$ cat src/rtl/usb_cmd_bridge.sv
// Bridges 16-bit USB command frames from the EP2 FIFO engine into 32-bit memory-bus
// transactions and streams the 16-bit response words back towards the EP6 path.
module usb_cmd_bridge #(
   parameter logic [7:0]  SYNC     = 8'hA5,
   parameter logic [7:0]  RSP_SYNC = 8'h5A,
   parameter int unsigned TIMEOUT  = 255
) (
   input  logic        fpga_gclk,
   input  logic        reset,
   input  logic [15:0] rx_data,
   input  logic        rx_valid,
   output logic        rx_ready,
   output logic [15:0] tx_data,
   output logic        tx_valid,
   input  logic        tx_ready,
   output logic        mem_valid,
   output logic [31:0] mem_addr,
   output logic [31:0] mem_wdata,
   output logic [3:0]  mem_wstrb,
   input  logic [31:0] mem_rdata,
   input  logic        mem_ready,
   output logic [7:0]  err_cnt
);

   localparam logic [3:0]  OpWrite = 4'd1;
   localparam logic [3:0]  OpRead  = 4'd2;
   localparam logic [15:0] TmoLast = 16'(TIMEOUT - 1);

   typedef enum logic [3:0] {
      StHdr, StAddrH, StAddrL, StDataH, StDataL, StBus, StRsp0, StRsp1, StRsp2
   } state_e;

   state_e      state_q;
   logic        rx_ready_q, tx_valid_q, mem_valid_q;
   logic [15:0] tx_data_q, tmo_cnt_q;
   logic [31:0] mem_addr_q, mem_wdata_q, rdata_q;
   logic [3:0]  mem_wstrb_q, strb_q;
   logic [7:0]  err_cnt_q;
   logic        is_read_q, rsp_more_q;

   logic rx_acc, tx_acc;
   assign rx_acc = rx_valid & rx_ready_q;
   assign tx_acc = tx_valid_q & tx_ready;

   always_ff @(posedge fpga_gclk) begin
      if (reset) begin
         state_q     <= StHdr;
         rx_ready_q  <= 1'b0;
         tx_valid_q  <= 1'b0;
         tx_data_q   <= '0;
         mem_valid_q <= 1'b0;
         mem_addr_q  <= '0;
         mem_wdata_q <= '0;
         mem_wstrb_q <= '0;
         err_cnt_q   <= '0;
         rdata_q     <= '0;
         strb_q      <= '0;
         tmo_cnt_q   <= '0;
         is_read_q   <= 1'b0;
         rsp_more_q  <= 1'b0;
      end else begin
         unique case (state_q)
            StHdr: begin
               rx_ready_q <= 1'b1;
               if (rx_acc) begin
                  if (rx_data[15:8] != SYNC) begin
                     if (err_cnt_q != 8'hFF) err_cnt_q <= err_cnt_q + 8'd1;
                  end else if (rx_data[7:4] != OpWrite && rx_data[7:4] != OpRead) begin
                     rx_ready_q <= 1'b0;
                     tx_valid_q <= 1'b1;
                     tx_data_q  <= {RSP_SYNC, 8'hEE};
                     rsp_more_q <= 1'b0;
                     state_q    <= StRsp0;
                  end else begin
                     is_read_q <= (rx_data[7:4] == OpRead);
                     strb_q    <= rx_data[3:0];
                     state_q   <= StAddrH;
                  end
               end
            end
            StAddrH: if (rx_acc) begin
               mem_addr_q[31:16] <= rx_data;
               state_q           <= StAddrL;
            end
            StAddrL: if (rx_acc) begin
               mem_addr_q[15:0] <= rx_data;
               if (is_read_q) begin
                  rx_ready_q  <= 1'b0;
                  mem_valid_q <= 1'b1;
                  mem_wstrb_q <= 4'b0000;
                  tmo_cnt_q   <= '0;
                  state_q     <= StBus;
               end else begin
                  state_q <= StDataH;
               end
            end
            StDataH: if (rx_acc) begin
               mem_wdata_q[31:16] <= rx_data;
               state_q            <= StDataL;
            end
            StDataL: if (rx_acc) begin
               mem_wdata_q[15:0] <= rx_data;
               rx_ready_q        <= 1'b0;
               mem_valid_q       <= 1'b1;
               mem_wstrb_q       <= strb_q;
               tmo_cnt_q         <= '0;
               state_q           <= StBus;
            end
            StBus: begin
               // A ready on the last allowed cycle still counts as a completed access.
               if (mem_ready) begin
                  mem_valid_q <= 1'b0;
                  rdata_q     <= mem_rdata;
                  tx_valid_q  <= 1'b1;
                  tx_data_q   <= {RSP_SYNC, is_read_q ? 8'h02 : 8'h01};
                  rsp_more_q  <= is_read_q;
                  state_q     <= StRsp0;
               end else if (tmo_cnt_q == TmoLast) begin
                  mem_valid_q <= 1'b0;
                  tx_valid_q  <= 1'b1;
                  tx_data_q   <= {RSP_SYNC, 8'hEF};
                  rsp_more_q  <= 1'b0;
                  state_q     <= StRsp0;
               end else begin
                  tmo_cnt_q <= tmo_cnt_q + 16'd1;
               end
            end
            StRsp0: if (tx_acc) begin
               if (rsp_more_q) begin
                  tx_data_q <= rdata_q[31:16];
                  state_q   <= StRsp1;
               end else begin
                  tx_valid_q <= 1'b0;
                  rx_ready_q <= 1'b1;
                  state_q    <= StHdr;
               end
            end
            StRsp1: if (tx_acc) begin
               tx_data_q <= rdata_q[15:0];
               state_q   <= StRsp2;
            end
            StRsp2: if (tx_acc) begin
               tx_valid_q <= 1'b0;
               rx_ready_q <= 1'b1;
               state_q    <= StHdr;
            end
            default: state_q <= StHdr;
         endcase
      end
   end

   assign rx_ready  = rx_ready_q;
   assign tx_data   = tx_data_q;
   assign tx_valid  = tx_valid_q;
   assign mem_valid = mem_valid_q;
   assign mem_addr  = mem_addr_q;
   assign mem_wdata = mem_wdata_q;
   assign mem_wstrb = mem_wstrb_q;
   assign err_cnt   = err_cnt_q;

endmodule

$ cat config.mk
export PLATFORM = sky130hd
export DESIGN_NAME = usb_cmd_bridge
export DESIGN_NICKNAME = d
export VERILOG_FILES = /design/src/rtl/usb_cmd_bridge.sv
export SDC_FILE = /design/constraint.sdc
export NUM_CORES = 1
export LEC_CHECK = 0
export ABC_CLOCK_PERIOD_IN_PS = 3600
export CAP_MARGIN = 20
export CORE_UTILIZATION = 45
export DETAILED_ROUTE_END_ITERATION = 12
export PLACE_DENSITY = 0.73
export SLEW_MARGIN = 20
export SYNTH_ARGS = -nofsm -noshare
export SYNTH_HDL_FRONTEND = slang
export SYNTH_SLANG_ARGS = --single-unit
$ cat constraint.sdc
create_clock -name fpga_gclk -period 3.6 [get_ports fpga_gclk]
set_clock_uncertainty 0.15 [all_clocks]
set_input_delay 0.54 -clock fpga_gclk [delete_from_list [all_inputs] [get_ports fpga_gclk]]
set_output_delay 0.54 -clock fpga_gclk [all_outputs]
set_load 0.1 [all_outputs]
# Yosys cells after proc, flatten, opt, wreduce, memory -nomap -nowiden
# Cells that the tools add are included.
# totals
output_inout_bits,95
register_bits,153
in_bits,53
# classes
muxes,65
n_bitwise,4
n_reduce_logical,23
addsub,2
eq_ne,30
# ops
op,count
$mux W16,13
$pmux W16 S4,1
$mux W4,14
$pmux W16 S3,1
$pmux W4 S9,1
$ne A2 B2 Y1 const B,15
$mux W1,26
$add A16 B1 Y16 const B,1
$eq A16 B8 Y1 const B,1
$eq A4 B3 Y1 const B,4
$ne A8 B8 Y1 const B,2
$reduce_and A8 Y1,2
$eq A4 B2 Y1 const B,3
$reduce_and A4 Y1,3
$reduce_and A10 Y1,1
$reduce_and A2 Y1,5
$reduce_and A5 Y1,2
$mux W3,3
$add A8 B1 Y8 const B,1
$pmux W4 S2,1
$reduce_bool A4 Y1,2
$reduce_and A7 Y1,1
$reduce_and A6 Y1,1
$pmux W1 S5,1
16 further kinds,19

# Depth between registers and ports, before layout
# depth
word_depth,6
mapped_depth,9
ltp_nobuf,7

# Worst setup path before layout
# Ideal clock, no wire load.
# synth_path
path_kind,flip-flop to flip-flop
startpoint,register rx_ready_q (netlist: rx_ready)
endpoint,register tmo_cnt_q[8]
synth_period_minus_slack_ns,2.828
slack_ns,0.772
arrival_time_ns,2.552
setup_ns,0.125
stages_incl_launch_ff,7
path_cell_list,dfxtp_1 nand2_1 a2111oi_2 inv_1 nand2_1 buf_2 a21oi_1
# synth_between
elab_chain_cells,3
elab_cells_between_ends,4
# synth_lines
item,line_no,source
"start, declared",34,"logic rx_ready_q, tx_valid_q, mem_valid_q;"
"start signal, assigned",48,rx_ready_q <= 1'b0;
"start signal, assigned",64,rx_ready_q <= 1'b1;
"start signal, assigned",69,rx_ready_q <= 1'b0;
$and A1 B1 Y1 *,42,assign rx_acc = rx_valid & rx_ready_q;
$ne A2 B2 Y1 (no source line),n/a,
$reduce_and A6 Y1 (no source line) *,n/a,
"end signal, assigned",125,tmo_cnt_q <= tmo_cnt_q + 16'd1;
"end, declared",35,"logic [15:0] tx_data_q, tmo_cnt_q;"
# Mark *: on every way between the ends. The rest lies on a longest branch, timed or not.
# A chain may end at the register's enable or synchronous reset.

# Worst setup path in the final report
# layout_path
startpoint,register state_q[2]
endpoint,register tx_data_q[6] (netlist: tx_data[6])
# layout_between
elab_chain_cells,3
elab_cells_between_ends,14
# layout_lines
item,line_no,source
"start, declared",33,state_e state_q;
"start signal, assigned",47,state_q <= StHdr;
"start signal, assigned",73,state_q <= StRsp0;
"start signal, assigned",77,state_q <= StAddrH;
$eq A4 B3 Y1 or $logic_not A4 Y1 (tied branches),62,unique case (state_q)
$ne A3 B3 Y1 (no source line) (tied with other cells),n/a,
$reduce_and A8 Y1 (no source line),n/a,
"end signal, assigned",71,"tx_data_q <= {RSP_SYNC, 8'hEE};"
"end signal, assigned",115,"tx_data_q <= {RSP_SYNC, is_read_q ? 8'h02 : 8'h01};"
"end signal, assigned",121,"tx_data_q <= {RSP_SYNC, 8'hEF};"
"end, declared",35,
# Parallel ways exist; a longest one is shown, timed or not.

==> impl_metrics.toml <==
[worst_setup_path]
cp-end-kind = "flip-flop"
critical_path.cell_chain = "and4bb_2 -> nand2b_1 -> o21ai_1 -> nor2_1 -> a311oi_1"
reg2reg_slack_ps = 830
cp_max_fo = 25
r2r_start = "state_q[2]"
worst-path-buf-inv = 0
crit_family = "compound AO/OA/AOI/OAI gates"
critical_path.max_stage_delay_ps = 860
r2r-end = "tx_data[6]"
reg2reg_depth = 5
crit_type = "flip-flop to flip-flop"
cp.required_ps = 3780
slowest_stage = "dfxtp_1"
worstPathArrival_ps = 2940
cp-start-kind = "flip-flop"

[clock_tree]
cts_buffer_depth = 2
htree_levels = 4
cts.clk_slew.worst_paths_ps = 60
cts_setup_buffers = 0
cts_hold_buffers = 0
cts-resized-gates = 0
cts_sinks = 153
cts_buffers = 17
clock_latency_ps = 430
cts_tree = "built"
cts_root_buffer = "clkbuf_16"

[global_route]
antenna_found_initial = 0
top_usage_layer = "met2"
grt.overflow.total = 0
grt_pass1_vias = 5825
grt_pass1_wl_microns = 29200
gr-usage-met1_pct = 33.0
use_met3_pct = 6.32
met2_usage_pct = 39.8
track_usage_pct = 24.9
grt_start_max_net_pins = 76

[timing]
rsz0062_at_grt = "false"
period_minus_slack_ps = 2770
finalCritPeriodShare_pct = 76.8
tightestPinTransition_ps = 1030
fin_setup_tns_ps = 0
maxSlewHeadroom_pct = 30.9
worst_slack_ps = 834
max_freq_mhz = 362
maxSlewViolCount = 0
finalHoldViolCount = 0
setup_violations = 0

[logic_synthesis]
ys_types = 57
synth_top_cell_by_area = "dfxtp_1"
synth.area.top_cells = "dfxtp_1 (46%), nand2_1 (13%), a21oi_1 (11%), clkbuf_1 (2.5%), or4_1 (2.2%)"
ys.flop_type = "dfxtp_1"
syn_nets = 893
async_flop_share_pct = 0
yosysSeqAreaShare_pct = 46.2
synth_edf_count = 0
avgSynthCellArea_sq_um = 7.91
ys_warn_count = 0
synth_cells = 837
yosysTopAreaCellShare_pct = 46.2
netlist_area_sq_um = 6620
synth-seq-cells = 153

[placed_design]
hpwl_microns = 12900
place_ws_ps = 533
routabilityCongestion = 0.886
io_buffers = 147

[routing]
drtAntennaViolNets = 0
via_per_inst = 5.55
post-route-drc-count = 0
route.vias.total = 6405
drt_iter0_drc = 441
finalWirelength_microns = 18700
first_pass_iters = 5
wl_per_cell_microns = 16.2

[final_layout]
syn_to_final_growth_pct = 32.8
fillers = 1246
multi_input_area_sq_um = 3300
fin_nets = 1017
drive_gt1_share_pct = 6.78
num_antenna_cells = 0
final-seq-area_sq_um = 3060

[floorplanning]
die_w_microns = 123
die_h_microns = 123
start_util_pct = 47.0
rows = 43
dieArea_sq_um = 15200
pin_count = 148
core_sq_um = 14100

[power_and_ir_drop]
total_power_uw = 3600
power.density_nw_per_um2 = 409
ir_worst_vdd_mv = 0.359
p_leak_uw = 0.00279

[hold_path]
min_path_cells = 2
whs_endpoint = "mem_addr[11]"
worstHoldPathType = "flip-flop to flip-flop"
hp-start = "mem_addr[11]"

[flow_run]
cap_violations = 0

[status]
status = "finished clean"
-- cell usage in the layout, fill, tap and decap left out, drive strengths merged, types with 6 or more instances in the layout --
master,count
and2,6
nor4,9
nand2,227
a311oi,6
a21oi,140
mux2i,12
inv,13
clkdlybuf4s50,146
nor3,17
o31ai,15
buf,18
o21ai,25
clkbuf,21
dfxtp,153
nand3,19
nor2,28
nand2b,6
xor2,7
nand4,14
or4,19
-- power by group --
part / internal (uW) / switching [uW]
registers: 1700 / 3.50
logic: 68.5 / 90.1
clock network: 1020 / 721
total: 2780 / 815
-- cells in the mapped netlist, types with 2 or more instances --
| library cell | n |
|---|---|
| a21boi_0 | 2 |
| a21oi_1 | 140 |
| a311oi_1 | 6 |
| a32oi_1 | 3 |
| and2_1 | 5 |
| and3_1 | 4 |
| and4_1 | 3 |
| and4bb_2 | 3 |
| buf_1 | 3 |
| buf_2 | 11 |
| clkbuf_1 | 44 |
| dfxtp_1 | 153 |
| ha_1 | 3 |
| inv_1 | 9 |
| mux2_2 | 5 |
| mux2i_1 | 12 |
| nand2_1 | 227 |
| nand2b_1 | 6 |
| nand3_1 | 19 |
| nand3b_1 | 3 |
| nand4_1 | 14 |
| nand4b_1 | 3 |
| nor2_1 | 28 |
| nor2b_1 | 3 |
| nor3_1 | 17 |
| nor3b_1 | 2 |
| nor4_1 | 8 |
| o2111a_1 | 2 |
| o2111ai_1 | 2 |
| o21a_1 | 2 |
| o21ai_0 | 24 |
| o2bb2ai_1 | 5 |
| o31ai_1 | 14 |
| or3_1 | 5 |
| or4_1 | 19 |
| xor2_1 | 7 |
-- flip-flops by register name, summed over array words and instances, names as in the netlist --
| signal | cells |
|---|---|
| mem_wdata | 32 |
| is_read_q | 1 |
| err_cnt | 8 |
| tmo_cnt_q | 16 |
| rx_ready | 1 |
| rsp_more_q | 1 |
| state_q | 4 |
| tx_data | 16 |
| tx_valid | 1 |
| mem_addr | 32 |
| mem_wstrb | 4 |
| mem_valid | 1 |
| strb_q | 4 |
| rdata_q | 32 |
-- layout make-up --
type | instances | share of cell area, %
Timing Repair Buffer | 164 | 18.1
Tap cell | 180 | 2.56
Multi-Input combinational cell | 616 | 37.5
Clock inverter | 11 | 1.28
Inverter | 9 | 0.384
Clock buffer | 21 | 5.35
Sequential cell | 153 | 34.8
-- how the worst max path moves through the flow --
stage                     start      endpoint  slack, ps  cells after the start
global route         state_q[2]    tx_data[6]        500                      5
global placement    rx_data[11]   tx_data[15]        580                      6
detailed placement  rx_data[14]   tx_data[15]        530                      6
finish               state_q[2]    tx_data[6]        830                      5
CTS                  state_q[2]    tx_data[6]        820                      5
floorplan              rx_ready  tmo_cnt_q[8]        770                      6
-- per-stage QoR --
step,area [sq um],std cells,hold slack [ps],utilization (%)
2_1_floorplan,6620,837,281,-
3_3_place_gp,8210,1122,291,58.3
3_5_place_dp,8210,1122,296,58.3
4_1_cts,8800,1154,293,62.4
5_1_grt,8800,1154,317,62.4
6_report,8800,1154,303,62.4
-- kinds of logic after synthesis --
kind of cell | Yosys count | share of synthesized area, %
adders and majority gates | 3 | 0.567
xor gates and xnor gates | 8 | 1.06
DFF | 153 | 46.2
muxes | 17 | 2.66
and+or+nand+nor | 375 | 26.3
buffers and inverters | 68 | 4.18
AOI/OAI and AO/OA | 213 | 18.9
-- routing by layer --
metal / wire length [microns] / part of all wire (%)
met1: 8500 / 46
met4: 253 / 1.4
met2: 8790 / 47
met3: 1120 / 6.0
met5: 0 / 0
-- tightest hold or removal path, delay by kind of cell, from the launching register on --
family,cells,cell delay (ps)
and+or+nand+nor,1,50
AOI/OAI and AO/OA,1,50
DFF,1,310
Note: power is estimated with default switching activity, not from simulation.
==> RTL change 1, RTL diff (same flow settings) <==
Re-encode `state_e` (9 states) as one-hot, 9 bits wide.
--- a/src/rtl/usb_cmd_bridge.sv
+++ b/src/rtl/usb_cmd_bridge.sv
@@ -27,6 +27,6 @@
    localparam logic [15:0] TmoLast = 16'(TIMEOUT - 1);
 
-   typedef enum logic [3:0] {
-      StHdr, StAddrH, StAddrL, StDataH, StDataL, StBus, StRsp0, StRsp1, StRsp2
+   typedef enum logic [8:0] {
+      StHdr = 9'b000000001, StAddrH = 9'b000000010, StAddrL = 9'b000000100, StDataH = 9'b000001000, StDataL = 9'b000010000, StBus = 9'b000100000, StRsp0 = 9'b001000000, StRsp1 = 9'b010000000, StRsp2 = 9'b100000000
    } state_e;
 
Function: same outputs for any inputs over 4 cycles, from zero or initial values and one cycle with reset high; so few cycles prove little.
==> RTL change 1 against the original RTL <==
Synthesized cell count is 10% lower. Synthesized area is 1.4% lower. Via count is 8.3% lower. Critical path depth increased by 2. Sequential cell count rose by 5. Maximum frequency fell by 7.9%. Global-route usage shrank 2.2 points. Setup slack lost 240 ps. Wire length decreased by 9.6%. Cell area down 1.4%. Count of clock-buffer cells in the layout down 1. Largest cell class is now sequential cells.
Power is not compared: it rests on default switching activity, and its combinational part moved more than twofold at a synthesized area within 25%.
==> RTL change 1: results (changes against the original RTL) <==
Switching Share=31.4%; leakage power total=0.00316 uW; Pre-Repair DR Iteration Count=7 (was 5); Vias/cell=5.49 (was 5.55); GR Util met1=28.9% (was 33.0%); count of buffers from port buffering=147 (unchanged); worst r2r dst=mem_addr[19] (was tx_data[6]); latest clock arrival within the worst-skew pair=around 420 ps; top post-synthesis cells by area=dfxtp_1 48%, mux2i_1 9.5%, nand2_1 6.8%, a21oi_1 6.4%, nor2_1 4.9% (was dfxtp_1 46%, nand2_1 13%, a21oi_1 11%, clkbuf_1 2.5%, or4_1 2.2%); Fill cells=1159 (was 1246); Setup Fix Bufs, Post-CTS=0 (unchanged); status=complete, no violations (unchanged); asr flop ratio synth=0% (unchanged); total track usage=22.7% (was 24.9%); Worst-Margin Slew=1120 ps (was 1030 ps); r2r worst-path depth=7 (was 5); Avg WL per Cell=15.8 um (was 16.2 um); Synth Net Count=806 (was 893); reg-to-reg slack, setup=610 ps (was 830 ps); Setup WS pre-CTS=222 ps (was 533 ps); CP endpoint=state_q[2] (was tx_data[6]); Hold WC Path Type=reg2reg (unchanged); drt first-iter violations=437 (was 441); Commonest cells post-synth=158 x dfxtp_1, 118 x nand2_1, 86 x nor2_1 (was 227 x nand2_1, 153 x dfxtp_1, 140 x a21oi_1); # nets final=933 (was 1017); Global Route met3 Usage=4.74% (was 6.32%); Seq/Total Area, Yosys=48.4% (was 46.2%); gpl congestion=0.865 (was 0.886); Netlist cell types=59 (was 57); pin count of the biggest net entering global routing=85 (was 76); total number of H-tree levels=4 (unchanged); worst r2r src=state_q[8] (was state_q[2]); fraction of layout cells with a size suffix above 1=5.96% (was 6.78%); Top FF cell, synth=dfxtp_1 (unchanged); final WL=16900 um (was 18700 um); Cell Count Post-Placement=1038 (was 1122); CP Launch Point=rx_data[10] (was state_q[2]); DPL Wire Length=11600 um (was 12900 um); first-pass GRT wire length=26800 um (was 29200 um); Peak supply drop=0.380 mV; number of global-route vias before repair=5568 (was 5825); fin crit period=3000 ps (was 2770 ps); total CTS buffers=17 (unchanged); worst-path maximum fanout=7 (was 25); critical path arrival=3130 ps (was 2940 ps); Gate Count Post-Synth=750 (was 837); met2 Usage GRT=37.6% (was 39.8%); multi-input logic area=3120 um2 (was 3300 um2)
RTL change 1: kinds of logic (layout without fill, tap and decap cells):
logic type | after synthesis | after routing | synth area share, %
AND/OR/NAND/NOR | 324 | 324 | 23.3
flip-flops | 158 | 158 | 48.4
AO/OA/AOI/OAI | 132 | 132 | 12.5
multiplexers | 62 | 62 | 9.51
buffers and inverters | 57 | 197 | 3.74
XOR/XNOR | 14 | 14 | 1.88
adder cells (fa/ha/maj) | 3 | 3 | 0.575
RTL change 1: critical path, stage by stage:
cell	delay, ps
clkdlybuf4s50_1	560
nor4bb_1	700
nand3_1	210
and2_1	240
a211oi_2	530
mux2i_1	280
nor2_1	60
RTL change 1: cell type report:
class	instances	share of cell area, %
sequential	158	36.5
multi-input combinational	535	36.0
timing repair buffer	159	18.1
clock buffer	20	5.27
tap	180	2.60
clock inverter	12	1.28
inverter	6	0.260
RTL change 1: stage by stage:
step                total power, uW  instance area, um2
global route                   4690                8670
CTS                            4570                8670
detailed placement             2860                8100
floorplan                      2610                6530
finish                         4540                8670
global placement               2850                8100
RTL change 1: layer usage:
| layer | vias up | wire [um] |
|---|---|---|
| li1 | 2865 | - |
| met1 | 2795 | 7420 |
| met2 | 191 | 8270 |
| met3 | 22 | 922 |
| met4 | 0 | 252 |
| met5 | - | 0 |
RTL change 1: power by group through the flow:
| stage | Clock, uW | Sequential (uW) | Combinational, uW |
|---|---|---|---|
| 5_1_grt | 1810 | 1860 | 1020 |
| 3_5_place_dp | 0 | 1890 | 968 |
| 4_1_cts | 1740 | 1860 | 971 |
| 6_report | 1720 | 1860 | 970 |
| 2_1_floorplan | 0 | 2160 | 450 |
| 3_3_place_gp | 0 | 1890 | 955 |
RTL change 1: worst min-delay path by stage:
stage	from	cells past startpoint	endpoint	slack, ps
after floorplan	rdata_q[10]	2	rdata_q[10]	290
after global placement	mem_wstrb[3]	2	mem_wstrb[3]	290
after detailed placement	rdata_q[1]	2	rdata_q[1]	300
after CTS	rdata_q[1]	2	rdata_q[1]	310
after global routing	mem_wdata[1]	2	mem_wdata[1]	330
final	rdata_q[1]	2	rdata_q[1]	300
==> RTL change 2, RTL diff (same flow settings) <==
Made on the original files. The parameter `TIMEOUT` goes from 255 to 127.
--- a/src/rtl/usb_cmd_bridge.sv
+++ b/src/rtl/usb_cmd_bridge.sv
@@ -4,5 +4,5 @@
    parameter logic [7:0]  SYNC     = 8'hA5,
    parameter logic [7:0]  RSP_SYNC = 8'h5A,
-   parameter int unsigned TIMEOUT  = 255
+   parameter int unsigned TIMEOUT  = 127
 ) (
    input  logic        fpga_gclk,
Formal check against the unedited RTL: same outputs for any inputs over 4 cycles, from zero or initial values and one cycle with reset high; that may be too few to reach the edited logic, so the function may still have changed.
==> RTL change 2 against the original RTL <==
Wire length shrank 3.3%. Non-clock buffer count shrank 5. Cell area shrank 2.0%. Die area shrank 2.4%. Via count shrank 3.1%. Maximum frequency shrank 1.9%. Synthesized area shrank 2.5%. Critical path depth is the same. Sequential cell count is the same. Total power grew 3.1%. Worst hold slack lost 2.8 ps. Setup slack lost 55 ps. Largest cell class unchanged. Highest routed layer unchanged.
==> RTL change 2: results (changes against the original RTL) <==
status=complete, no violations (unchanged); Fill cells=1250 (was 1246); WHS Endpoint=rdata_q[0] (was mem_addr[11]); CP peak stage delay=610 ps (was 860 ps); critical path arrival=3020 ps (was 2940 ps); DPL Wire Length=12200 um (was 12900 um); total track usage=24.8% (was 24.9%); via count=6205 (was 6405); number of global-route vias before repair=5689 (was 5825); final WL=18000 um (was 18700 um); Netlist cell types=63 (was 57); top post-synthesis cells by area=dfxtp_1 47%, nand2_1 13%, a21oi_1 11%, clkbuf_1 2.0%, o21ai_0 1.9% (was dfxtp_1 46%, nand2_1 13%, a21oi_1 11%, clkbuf_1 2.5%, or4_1 2.2%); total number of H-tree levels=4 (unchanged); fraction of layout cells with a size suffix above 1=7.01% (was 6.78%); worst r2r dst=tmo_cnt_q[13] (was tx_data[6]); Peak supply drop=0.307 mV (was 0.359 mV); leakage power total=0.00279 uW (about the same); hold path start=rdata_q[0] (was mem_addr[11]); drt first-iter violations=496 (was 441); gpl congestion=0.857 (was 0.886); Inserted Diodes=0 (unchanged); Setup WS pre-CTS=584 ps (was 533 ps); WHS=300 ps (was 303 ps); initial antenna violation count=0 (unchanged); first-pass GRT wire length=28700 um (was 29200 um); Seq/Total Area, Yosys=47.4% (was 46.2%); Post-DP Area=8010 um2 (was 8210 um2); Commonest cells post-synth=226 x nand2_1, 153 x dfxtp_1, 136 x a21oi_1 (was 227 x nand2_1, 153 x dfxtp_1, 140 x a21oi_1); # nets final=985 (was 1017); Worst-Margin Slew=1040 ps (was 1030 ps); worst r2r src=state_q[1] (was state_q[2]); Synth Net Count=861 (was 893); worst-path maximum fanout=24 (was 25)
[RTL change 2: how the worst max path moves through the flow]
stage / startpoint / endpoint / slack [ps] / cells after the start
global placement: rx_valid / tmo_cnt_q[13] / 630 / 6
global route: state_q[1] / tmo_cnt_q[15] / 590 / 5
CTS: state_q[1] / tmo_cnt_q[13] / 780 / 5
floorplan: rx_ready / tmo_cnt_q[11] / 900 / 6
finish: state_q[1] / tmo_cnt_q[13] / 780 / 5
detailed placement: rx_valid / tmo_cnt_q[15] / 580 / 6
[RTL change 2: through the flow]
stage          utilization (%)  std cells
2_1_floorplan                -        805
3_3_place_gp              57.5       1090
3_5_place_dp              57.5       1090
4_1_cts                   61.8       1121
5_1_grt                   61.8       1121
6_report                  61.8       1121
[RTL change 2: kinds of logic after synthesis]
logic type | count (synthesis) | share of synthesized area, %
AOI/OAI and AO/OA | 213 | 19.4
xor gates and xnor gates | 6 | 0.813
adders and majority gates | 3 | 0.581
and+or+nand+nor | 350 | 24.9
DFF | 153 | 47.4
muxes | 15 | 2.42
buffers and inverters | 65 | 4.40
[RTL change 2: worst reg2reg max path, stage by stage, from the launching register on]
cell      delay [ps]
dfxtp_1          610
nand2b_1         390
o221a_4          360
a211o_1          510
or4_1            580
a21oi_1          140
[RTL change 2: per-layer routing]
layer	global-route usage [%]	vias up	wire, um	share of wire, %
li1	-	3040	-	-
met2	37.9	215	8310	46
met3	6.18	30	1040	5.8
met5	0	-	0	0
met4	9.26	0	380	2.1
met1	33.6	2920	8320	46
[RTL change 2: where the power goes]
group	switching, uW	total (uW)	internal [uW]
registers	5.07	1700	1700
logic	98.6	171	72.2
clock network	676	1830	1160
total	780	3710	2930
[RTL change 2: final cells by class]
type / count / share of cell area [%]
Sequential cell: 153 / 35.5
Multi-Input combinational cell: 587 / 36.3
Timing Repair Buffer: 159 / 18.1
Clock inverter: 7 / 1.34
Tap cell: 180 / 2.61
Clock buffer: 24 / 5.71
Inverter: 11 / 0.479
